[src/rtl/riscv_mc_pkg.sv]
// Shared definitions for the multicycle RISC-V controller: FSM states,
// opcodes, funct3 codes and the datapath mux/ALU encodings.
package riscv_mc_pkg;

    typedef enum logic [3:0] {
        S_FETCH    = 4'd0,
        S_DECODE   = 4'd1,
        S_MEMADR   = 4'd2,
        S_MEMREAD  = 4'd3,
        S_MEMWB    = 4'd4,
        S_MEMWRITE = 4'd5,
        S_EXEC_R   = 4'd6,
        S_EXEC_I   = 4'd7,
        S_ALUWB    = 4'd8,
        S_BRANCH   = 4'd9,
        S_JAL      = 4'd10,
        S_JALR     = 4'd11,
        S_LINK     = 4'd12,
        S_LUI      = 4'd13
    } state_t;

    localparam logic [6:0] OP_LOAD   = 7'b0000011;
    localparam logic [6:0] OP_STORE  = 7'b0100011;
    localparam logic [6:0] OP_RTYPE  = 7'b0110011;
    localparam logic [6:0] OP_ITYPE  = 7'b0010011;
    localparam logic [6:0] OP_BRANCH = 7'b1100011;
    localparam logic [6:0] OP_JAL    = 7'b1101111;
    localparam logic [6:0] OP_JALR   = 7'b1100111;
    localparam logic [6:0] OP_LUI    = 7'b0110111;

    localparam logic [2:0] F3_ADD = 3'b000;
    localparam logic [2:0] F3_SLT = 3'b010;
    localparam logic [2:0] F3_XOR = 3'b100;
    localparam logic [2:0] F3_OR  = 3'b110;
    localparam logic [2:0] F3_AND = 3'b111;

    localparam logic [2:0] F3_BEQ = 3'b000;
    localparam logic [2:0] F3_BNE = 3'b001;
    localparam logic [2:0] F3_BLT = 3'b100;
    localparam logic [2:0] F3_BGE = 3'b101;

    localparam logic [2:0] ALU_ADD = 3'b000;
    localparam logic [2:0] ALU_SUB = 3'b001;
    localparam logic [2:0] ALU_AND = 3'b010;
    localparam logic [2:0] ALU_OR  = 3'b011;
    localparam logic [2:0] ALU_SLT = 3'b100;
    localparam logic [2:0] ALU_XOR = 3'b101;

    localparam logic [2:0] IMM_I = 3'b000;
    localparam logic [2:0] IMM_S = 3'b001;
    localparam logic [2:0] IMM_B = 3'b010;
    localparam logic [2:0] IMM_J = 3'b011;
    localparam logic [2:0] IMM_U = 3'b100;

    localparam logic [1:0] RES_ALUOUT    = 2'b00;
    localparam logic [1:0] RES_DATA      = 2'b01;
    localparam logic [1:0] RES_ALURESULT = 2'b10;
    localparam logic [1:0] RES_IMMEXT    = 2'b11;

    localparam logic [1:0] SRCA_PC    = 2'b00;
    localparam logic [1:0] SRCA_OLDPC = 2'b01;
    localparam logic [1:0] SRCA_A     = 2'b10;

    localparam logic [1:0] SRCB_B     = 2'b00;
    localparam logic [1:0] SRCB_IMM   = 2'b01;
    localparam logic [1:0] SRCB_FOUR  = 2'b10;

    function automatic logic is_branch_f3(input logic [2:0] f3);
        return (f3 == F3_BEQ) || (f3 == F3_BNE) || (f3 == F3_BLT) || (f3 == F3_BGE);
    endfunction

    function automatic logic branch_taken(input logic [2:0] f3, input logic zero, input logic lt);
        logic taken;
        case (f3)
            F3_BEQ:  taken = zero;
            F3_BNE:  taken = !zero;
            F3_BLT:  taken = lt;
            F3_BGE:  taken = !lt;
            default: taken = 1'b0;
        endcase
        return taken;
    endfunction

endpackage

[src/rtl/alu_decoder.sv]
// ALU operation decode for R-type, I-type and branch instructions, plus a
// flag for funct3 values the controller does not implement.
module alu_decoder
    import riscv_mc_pkg::*;
(
    input  logic [6:0] opcode,
    input  logic [2:0] funct3,
    input  logic [6:0] funct7,
    output logic [2:0] ALUControl,
    output logic       bad_funct
);

    // Only funct7[5] selects sub; the remaining bits carry no meaning here.
    logic w_unused_funct7;
    assign w_unused_funct7 = ^{funct7[6], funct7[4:0]};

    always_comb begin
        ALUControl = ALU_ADD;
        bad_funct  = 1'b0;
        case (opcode)
            OP_RTYPE, OP_ITYPE: begin
                case (funct3)
                    F3_ADD:  ALUControl = (opcode == OP_RTYPE && funct7[5]) ? ALU_SUB : ALU_ADD;
                    F3_AND:  ALUControl = ALU_AND;
                    F3_OR:   ALUControl = ALU_OR;
                    F3_SLT:  ALUControl = ALU_SLT;
                    F3_XOR:  ALUControl = ALU_XOR;
                    default: bad_funct  = 1'b1;
                endcase
            end
            OP_BRANCH: begin
                ALUControl = ALU_SUB;
                bad_funct  = !is_branch_f3(funct3);
            end
            default: begin
                ALUControl = ALU_ADD;
                bad_funct  = 1'b0;
            end
        endcase
    end

endmodule

[src/rtl/multicycle_controller.sv]
// Moore-style main FSM of a multicycle RISC-V datapath; outputs decode from
// the state register, with only PCWrite in BRANCH depending on ALU flags.
module multicycle_controller
    import riscv_mc_pkg::*;
(
    input  logic       clk,
    input  logic       rst,
    input  logic [6:0] opcode,
    input  logic [2:0] funct3,
    input  logic [6:0] funct7,
    input  logic       zero,
    input  logic       lt,
    output logic       PCWrite,
    output logic       AdrSrc,
    output logic       MemWrite,
    output logic       IRWrite,
    output logic       RegWrite,
    output logic [1:0] ResultSrc,
    output logic [1:0] ALUSrcA,
    output logic [1:0] ALUSrcB,
    output logic [2:0] ALUControl,
    output logic [2:0] ImmSrc,
    output logic       illegal,
    output logic [3:0] state
);

    state_t     r_state;
    state_t     w_next_state;
    logic [2:0] w_alu_decoded;
    logic       w_bad_funct;
    logic       w_op_legal;
    logic       w_pc_write;
    logic       w_ir_write;
    logic       w_mem_write;
    logic       w_reg_write;
    logic       w_illegal;

    alu_decoder u_alu_decoder (
        .opcode     (opcode),
        .funct3     (funct3),
        .funct7     (funct7),
        .ALUControl (w_alu_decoded),
        .bad_funct  (w_bad_funct)
    );

    always_ff @(posedge clk or negedge rst) begin
        if (!rst) begin
            r_state <= S_FETCH;
        end else begin
            r_state <= w_next_state;
        end
    end

    always_comb begin
        case (opcode)
            OP_LOAD, OP_STORE, OP_RTYPE, OP_ITYPE,
            OP_BRANCH, OP_JAL, OP_JALR, OP_LUI: w_op_legal = 1'b1;
            default:                            w_op_legal = 1'b0;
        endcase
    end

    always_comb begin
        w_next_state = S_FETCH;
        w_pc_write   = 1'b0;
        w_ir_write   = 1'b0;
        w_mem_write  = 1'b0;
        w_reg_write  = 1'b0;
        w_illegal    = 1'b0;
        AdrSrc       = 1'b0;
        ResultSrc    = RES_ALUOUT;
        ALUSrcA      = SRCA_PC;
        ALUSrcB      = SRCB_B;
        ALUControl   = ALU_ADD;
        ImmSrc       = IMM_I;
        case (r_state)
            S_FETCH: begin
                w_ir_write   = 1'b1;
                w_pc_write   = 1'b1;
                ALUSrcB      = SRCB_FOUR;
                ResultSrc    = RES_ALURESULT;
                w_next_state = S_DECODE;
            end
            S_DECODE: begin
                // Precompute the branch/jump target into ALUOut while decoding.
                ALUSrcA = SRCA_OLDPC;
                ALUSrcB = SRCB_IMM;
                if (opcode == OP_BRANCH) begin
                    ImmSrc = IMM_B;
                end else if (opcode == OP_JAL) begin
                    ImmSrc = IMM_J;
                end
                if (!w_op_legal || w_bad_funct) begin
                    w_illegal    = 1'b1;
                    w_next_state = S_FETCH;
                end else begin
                    case (opcode)
                        OP_LOAD, OP_STORE: w_next_state = S_MEMADR;
                        OP_RTYPE:          w_next_state = S_EXEC_R;
                        OP_ITYPE:          w_next_state = S_EXEC_I;
                        OP_BRANCH:         w_next_state = S_BRANCH;
                        OP_JAL:            w_next_state = S_JAL;
                        OP_JALR:           w_next_state = S_JALR;
                        OP_LUI:            w_next_state = S_LUI;
                        default:           w_next_state = S_FETCH;
                    endcase
                end
            end
            S_MEMADR: begin
                ALUSrcA      = SRCA_A;
                ALUSrcB      = SRCB_IMM;
                ImmSrc       = (opcode == OP_LOAD) ? IMM_I : IMM_S;
                w_next_state = (opcode == OP_LOAD) ? S_MEMREAD : S_MEMWRITE;
            end
            S_MEMREAD: begin
                AdrSrc       = 1'b1;
                w_next_state = S_MEMWB;
            end
            S_MEMWB: begin
                ResultSrc    = RES_DATA;
                w_reg_write  = 1'b1;
            end
            S_MEMWRITE: begin
                AdrSrc       = 1'b1;
                w_mem_write  = 1'b1;
            end
            S_EXEC_R: begin
                ALUSrcA      = SRCA_A;
                ALUControl   = w_alu_decoded;
                w_next_state = S_ALUWB;
            end
            S_EXEC_I: begin
                ALUSrcA      = SRCA_A;
                ALUSrcB      = SRCB_IMM;
                ALUControl   = w_alu_decoded;
                w_next_state = S_ALUWB;
            end
            S_ALUWB: begin
                w_reg_write  = 1'b1;
            end
            S_BRANCH: begin
                ALUSrcA      = SRCA_A;
                ALUControl   = ALU_SUB;
                w_pc_write   = branch_taken(funct3, zero, lt);
            end
            S_JAL: begin
                w_pc_write   = 1'b1;
                w_next_state = S_LINK;
            end
            S_JALR: begin
                ALUSrcA      = SRCA_A;
                ALUSrcB      = SRCB_IMM;
                ResultSrc    = RES_ALURESULT;
                w_pc_write   = 1'b1;
                w_next_state = S_LINK;
            end
            S_LINK: begin
                // rd <= old PC + 4, after the PC has already been redirected.
                ALUSrcA      = SRCA_OLDPC;
                ALUSrcB      = SRCB_FOUR;
                ResultSrc    = RES_ALURESULT;
                w_reg_write  = 1'b1;
            end
            S_LUI: begin
                ImmSrc       = IMM_U;
                ResultSrc    = RES_IMMEXT;
                w_reg_write  = 1'b1;
            end
            default: begin
                w_next_state = S_FETCH;
            end
        endcase
    end

    // Write enables are masked by reset directly so they drop without a clock.
    assign PCWrite  = w_pc_write  & rst;
    assign IRWrite  = w_ir_write  & rst;
    assign MemWrite = w_mem_write & rst;
    assign RegWrite = w_reg_write & rst;
    assign illegal  = w_illegal   & rst;
    assign state    = r_state;

endmodule

[config.mk]
export PLATFORM = sky130hd
export DESIGN_NAME = multicycle_controller
export DESIGN_NICKNAME = d
export VERILOG_FILES = /design/src/rtl/riscv_mc_pkg.sv /design/src/rtl/alu_decoder.sv /design/src/rtl/multicycle_controller.sv
export SDC_FILE = /design/constraint.sdc
export NUM_CORES = 1
export LEC_CHECK = 0
export ABC_AREA = 1
export CAP_MARGIN = 30
export CORE_MARGIN = 2
export CORE_UTILIZATION = 36
export DETAILED_ROUTE_END_ITERATION = 16
export PLACE_DENSITY = 0.8
export SYNTH_ARGS = -nofsm -noshare
export SYNTH_HDL_FRONTEND = slang
export SYNTH_SLANG_ARGS = --single-unit
[constraint.sdc]
create_clock -name clk -period 1.4 [get_ports clk]
set_clock_uncertainty 0.1 [all_clocks]
set_input_delay 0.14 -clock clk [delete_from_list [all_inputs] [get_ports clk]]
set_output_delay 0.14 -clock clk [all_outputs]
set_load 0.02 [all_outputs]
==> out/metrics.yaml, run 1 <==
floorplan:
  row_count: 15
  die-height_um: 48.0
  die_width_um: 48.0
  pin_count: 43
  start_util_pct: 39.4
logic_synthesis:
  synth_compound_area_share_pct: 14.6
  yosysWarnings: 0
  ys_seq_area_share_pct: 14.4
  synthMuxAreaShare_pct: 0
  synth_top_family_by_area: "simple AND/OR/NAND/NOR gates"
  yosysTopAreaCellShare_pct: 21.6
  ys_ff_latch: 4
  synth_cell_types: 24
  synth_nets: 146
  synth-xor-area-share_pct: 0
  synthFlopType: "dfrtp_1"
  async_flop_share_pct: 100
  yosysTopAreaCell: "nand2_1"
  synthCells: 125
  synth_top_cells_by_count: "nand2_1 (40), nor2_1 (17), nand3_1 (15), inv_1 (12), inv_2 (9)"
  synth-edff-count: 0
  synth-simple-area-share_pct: 59.7
  synthTopCellsByArea: "nand2_1 (22%), dfrtp_1 (14%), nand3_1 (11%), nor2_1 (9.2%), inv_1 (6.5%)"
  synth-adder-area-share_pct: 0
  synth_area_um2: 696
  yosysMostFrequentCell: "nand2_1"
  syn_avg_cell_area_um2: 5.57
clocking:
  cts_max_level: 1
  cts_root_buf: "clkbuf_4"
  cts_hold_buf: 0
  cts_max_path_buffers: 2
  cts.sinks: 4
  cts_buffers: 3
placement:
  port_buffers: 36
  hpwlAfterDp_mm: 2.11
  gp_congestion: 0.828
status:
  status: "aborted with a tool error"
  lastStage: "5_1_grt"
  error_line: "[ERROR DPL-0033] detailed placement checks failed during check placement."
sta:
  postGrtWorstEndpoint: "ALUControl[2]"
  worstEpCategory: "primary output"
grt:
  antenna_found_initial: 0
  grt_max_degree: 9
-- stage by stage --
| stage | instance area [µm²] | utilization, % | worst slack, ns | setup TNS (ns) | cells |
|---|---|---|---|---|---|
| CTS | 1560 | 88.4 | -0.228 | -2.46 | 233 |
| global placement | 1380 | 78.4 | -0.796 | -9.44 | 221 |
| detailed placement | 1380 | 78.4 | -0.836 | -10.11 | 221 |
| floorplan | 728 | - | -0.0372 | -0.0372 | 125 |
-- what timing repair did --
item                       CTS
buffers inserted             9
pin swaps                   11
setup endpoints to repair   25
resized for setup          149
-- kinds of logic after synthesis --
logic type / Yosys count
DFF: 4
and+or+nand+nor: 86
buffers and inverters: 21
AOI/OAI and AO/OA: 14
==> inputs of run 2 (changes only) <==
--- a/config.mk
+++ b/config.mk
@@ -7,10 +7,10 @@
 export LEC_CHECK = 0
 export ABC_AREA = 1
 export CAP_MARGIN = 30
-export CORE_MARGIN = 2
-export CORE_UTILIZATION = 36
+export CORE_AREA = 2 2 63 65
 export DETAILED_ROUTE_END_ITERATION = 16
-export PLACE_DENSITY = 0.8
+export DIE_AREA = 0 0 65 67
+export PLACE_DENSITY_LB_ADDON = 0.15
 export SYNTH_ARGS = -nofsm -noshare
 export SYNTH_HDL_FRONTEND = slang
 export SYNTH_SLANG_ARGS = --single-unit
==> run 2 against run 1 <==
Against the previous run: area after synthesis stayed put; synthesized cell count unchanged; the flow now finishes, with violations (setup timing).
==> out/metrics.yaml, run 2 <==
routing:
  postRouteAntennaNets: 0
  vias_per_cell: 4.20
  route.vias.total: 1104
  drt_wl_total_mm: 2.85
  wl_per_cell_um: 10.8
  dr.first_iter.drc_count: 31
  first_pass_iters: 4
  drc: 0
floorplan:
  die-height_um: 67
  die_width_um: 65
  coreArea_um2: 3610
  start_util_pct: 19.3
  pin_count: 43
  dieArea_um2: 4360
  row_count: 22
placement:
  hpwlAfterDp_mm: 2.16
  gp_congestion: 0.789
  pre_cts_ws_ns: -0.885
  postPlaceCellArea_um2: 1450
  port_buffers: 36
cells_and_area:
  final_cell_mix: "buf_4 (45), buf_6 (23), nand2_1 (20)"
  areaGrowthSynthToFinish_pct: 158
  fin_nets: 238
  largest_register_ff_count: 4
  stdcell_area_um2: 1800
  mostFrequentLayoutCell: "buf_4"
  diodes: 0
  drive_above_1_share_pct: 68.8
clocking:
  cts_tree: "done"
  clkTransAtPathRegs_ns: 0.03
  cts_max_path_buffers: 2
  cts_root_buf: "clkbuf_8"
  cts_hold_buf: 0
  cts.sinks: 4
  cts_max_level: 1
  clk-insertion-delay-late_ns: 0.21
  cts_buffers: 3
sta:
  worst_pin_slew_ns: 0.306
  fin_ws_ns: -0.227
  drv_slew: 0
  setup_tns_ns: -2.66
  rsz0062_at_grt: "true"
  final.min_clock_period_ns: 1.63
  period_share_pct: 116
  maxSlewHeadroom_pct: 79.4
  setup_viol: 18
  final-hold-violation-count: 0
  max_freq_ghz: 0.615
logic_synthesis:
  async_flop_share_pct: 100
  syn_avg_cell_area_um2: 5.57
  yosysWarnings: 0
  synthCells: 125
  synth-edff-count: 0
  synth_area_um2: 696
  synth_top_cells_by_count: "nand2_1 (40), nor2_1 (17), nand3_1 (15), inv_1 (12), inv_2 (9)"
  yosysTopAreaCell: "nand2_1"
  synth_cell_types: 24
  yosysTopAreaCellShare_pct: 21.6
  ys_seq_area_share_pct: 14.4
  synthTopCellsByArea: "nand2_1 (22%), dfrtp_1 (14%), nand3_1 (11%), nor2_1 (9.2%), inv_1 (6.5%)"
  synthFlopType: "dfrtp_1"
  yosysMostFrequentCell: "nand2_1"
  synth_nets: 146
  ys_ff_latch: 4
grt:
  grt_pass1_wl_mm: 4.37
  grt_use_total_pct: 12.8
  grt_max_degree: 9
  antenna_found_initial: 0
  grt-ovfl-total: 0
  grt_pass1_vias: 1068
status:
  status: "complete, but fails checks"
  violations: "setup timing"
worst_setup_path:
  critPathArrivalTime_ns: 1.39
  path_max_fanout: 4
  r2r_start: "state[2]"
  path_class: "flip-flop to output port"
  crit_path_end_kind: "output port"
  cp-start-kind: "flip-flop"
  startpoint: "state[0]"
  cp.required_ns: 1.16
worst_hold_path:
  hold_path_class: "primary input to asynchronous set/reset pin"
pwr:
  peakVddDrop_mv: 0.403
  p_per_area_nw_per_um2: 857
  p_leak_nw: 0.942
run:
  maxCapViolations: 0
## run 2: cell counts after synthesis
No cell type changed its count.
## run 2: cell families after synthesis
kind of cell	Yosys count	synth area share (%)
AO/OA/AOI/OAI	14	14.6
buffers and inverters	21	11.3
flip-flops	4	14.4
AND/OR/NAND/NOR	86	59.7
## run 2: worst paths after layout
check                      slack (ns)  cells past startpoint  endpoint
setup / recovery                -0.23                      6   PCWrite
hold / removal                   0.26                      3  state[0]
setup reg to reg                 0.02                      6  state[2]
hold reg to reg                  0.74                      5  state[0]
max in group asynchronous        0.83                      3  state[2]
min in group clk                 0.30                      4  state[1]
## run 2: metal layers
metal / wire length, µm / global-route usage [%] / up-vias
li1: - / - / 583
met1: 1150 / 13.7 / 493
met2: 1590 / 25.9 / 28
met3: 117 / 2.70 / 0
met4: 0 / 1.60 / 0
met5: 0 / 0 / -
## run 2: metrics by stage
step	instances	hold slack [ns]	power [W]	util (%)
2_1_floorplan	125	-0.256	0.000474	-
3_3_place_gp	249	0.484	0.000897	40.2
3_5_place_dp	249	0.477	0.000897	40.2
4_1_cts	257	0.252	0.00129	44.6
5_1_grt	263	0.266	0.00163	49.9
6_report	263	0.263	0.00154	49.9
## run 2: worst max-delay path, stage by stage (launching register included)
cell     delay, ns
dfrtp_1       0.40
buf_6         0.13
nor2_4        0.15
buf_12        0.12
nand2_8       0.07
a31oi_4       0.16
buf_6         0.13
## run 2: power by group
group | internal, W | switching [W] | leakage, nW
clock | 0.000183 | 0.0000550 | 0.0216
sequential | 0.000130 | 0.0000145 | 0.0508
combinational | 0.000607 | 0.000553 | 0.870
## run 2: cell type report
cell class | instances | area, µm²
Multi-Input combinational cell | 100 | 749
Tap cell | 48 | 60.1
Inverter | 21 | 81.3
Clock buffer | 3 | 41.3
Timing Repair Buffer | 87 | 763
Sequential cell | 4 | 103
Fill cell | 362 | 1810
## run 2: repair_timing
| item | in CTS | in global routing |
|---|---|---|
| setup buffers | 5 | 6 |
| pin swaps | 7 | 14 |
| setup endpoints to repair | 26 | 21 |
| hold endpoints to repair | 0 | 0 |
| resized for setup | 151 | 52 |
No activity file was read; power rests on OpenSTA's default activity.
==> inputs of run 3 (changes only) <==
--- a/config.mk
+++ b/config.mk
@@ -6,6 +6,7 @@
 export NUM_CORES = 1
 export LEC_CHECK = 0
 export ABC_AREA = 1
+export ABC_CLOCK_PERIOD_IN_PS = 1400
 export CAP_MARGIN = 30
 export CORE_AREA = 2 2 63 65
 export DETAILED_ROUTE_END_ITERATION = 16
==> results of run 3 <==
No change in the layout: final DEF, timing and power equal those of run 2.
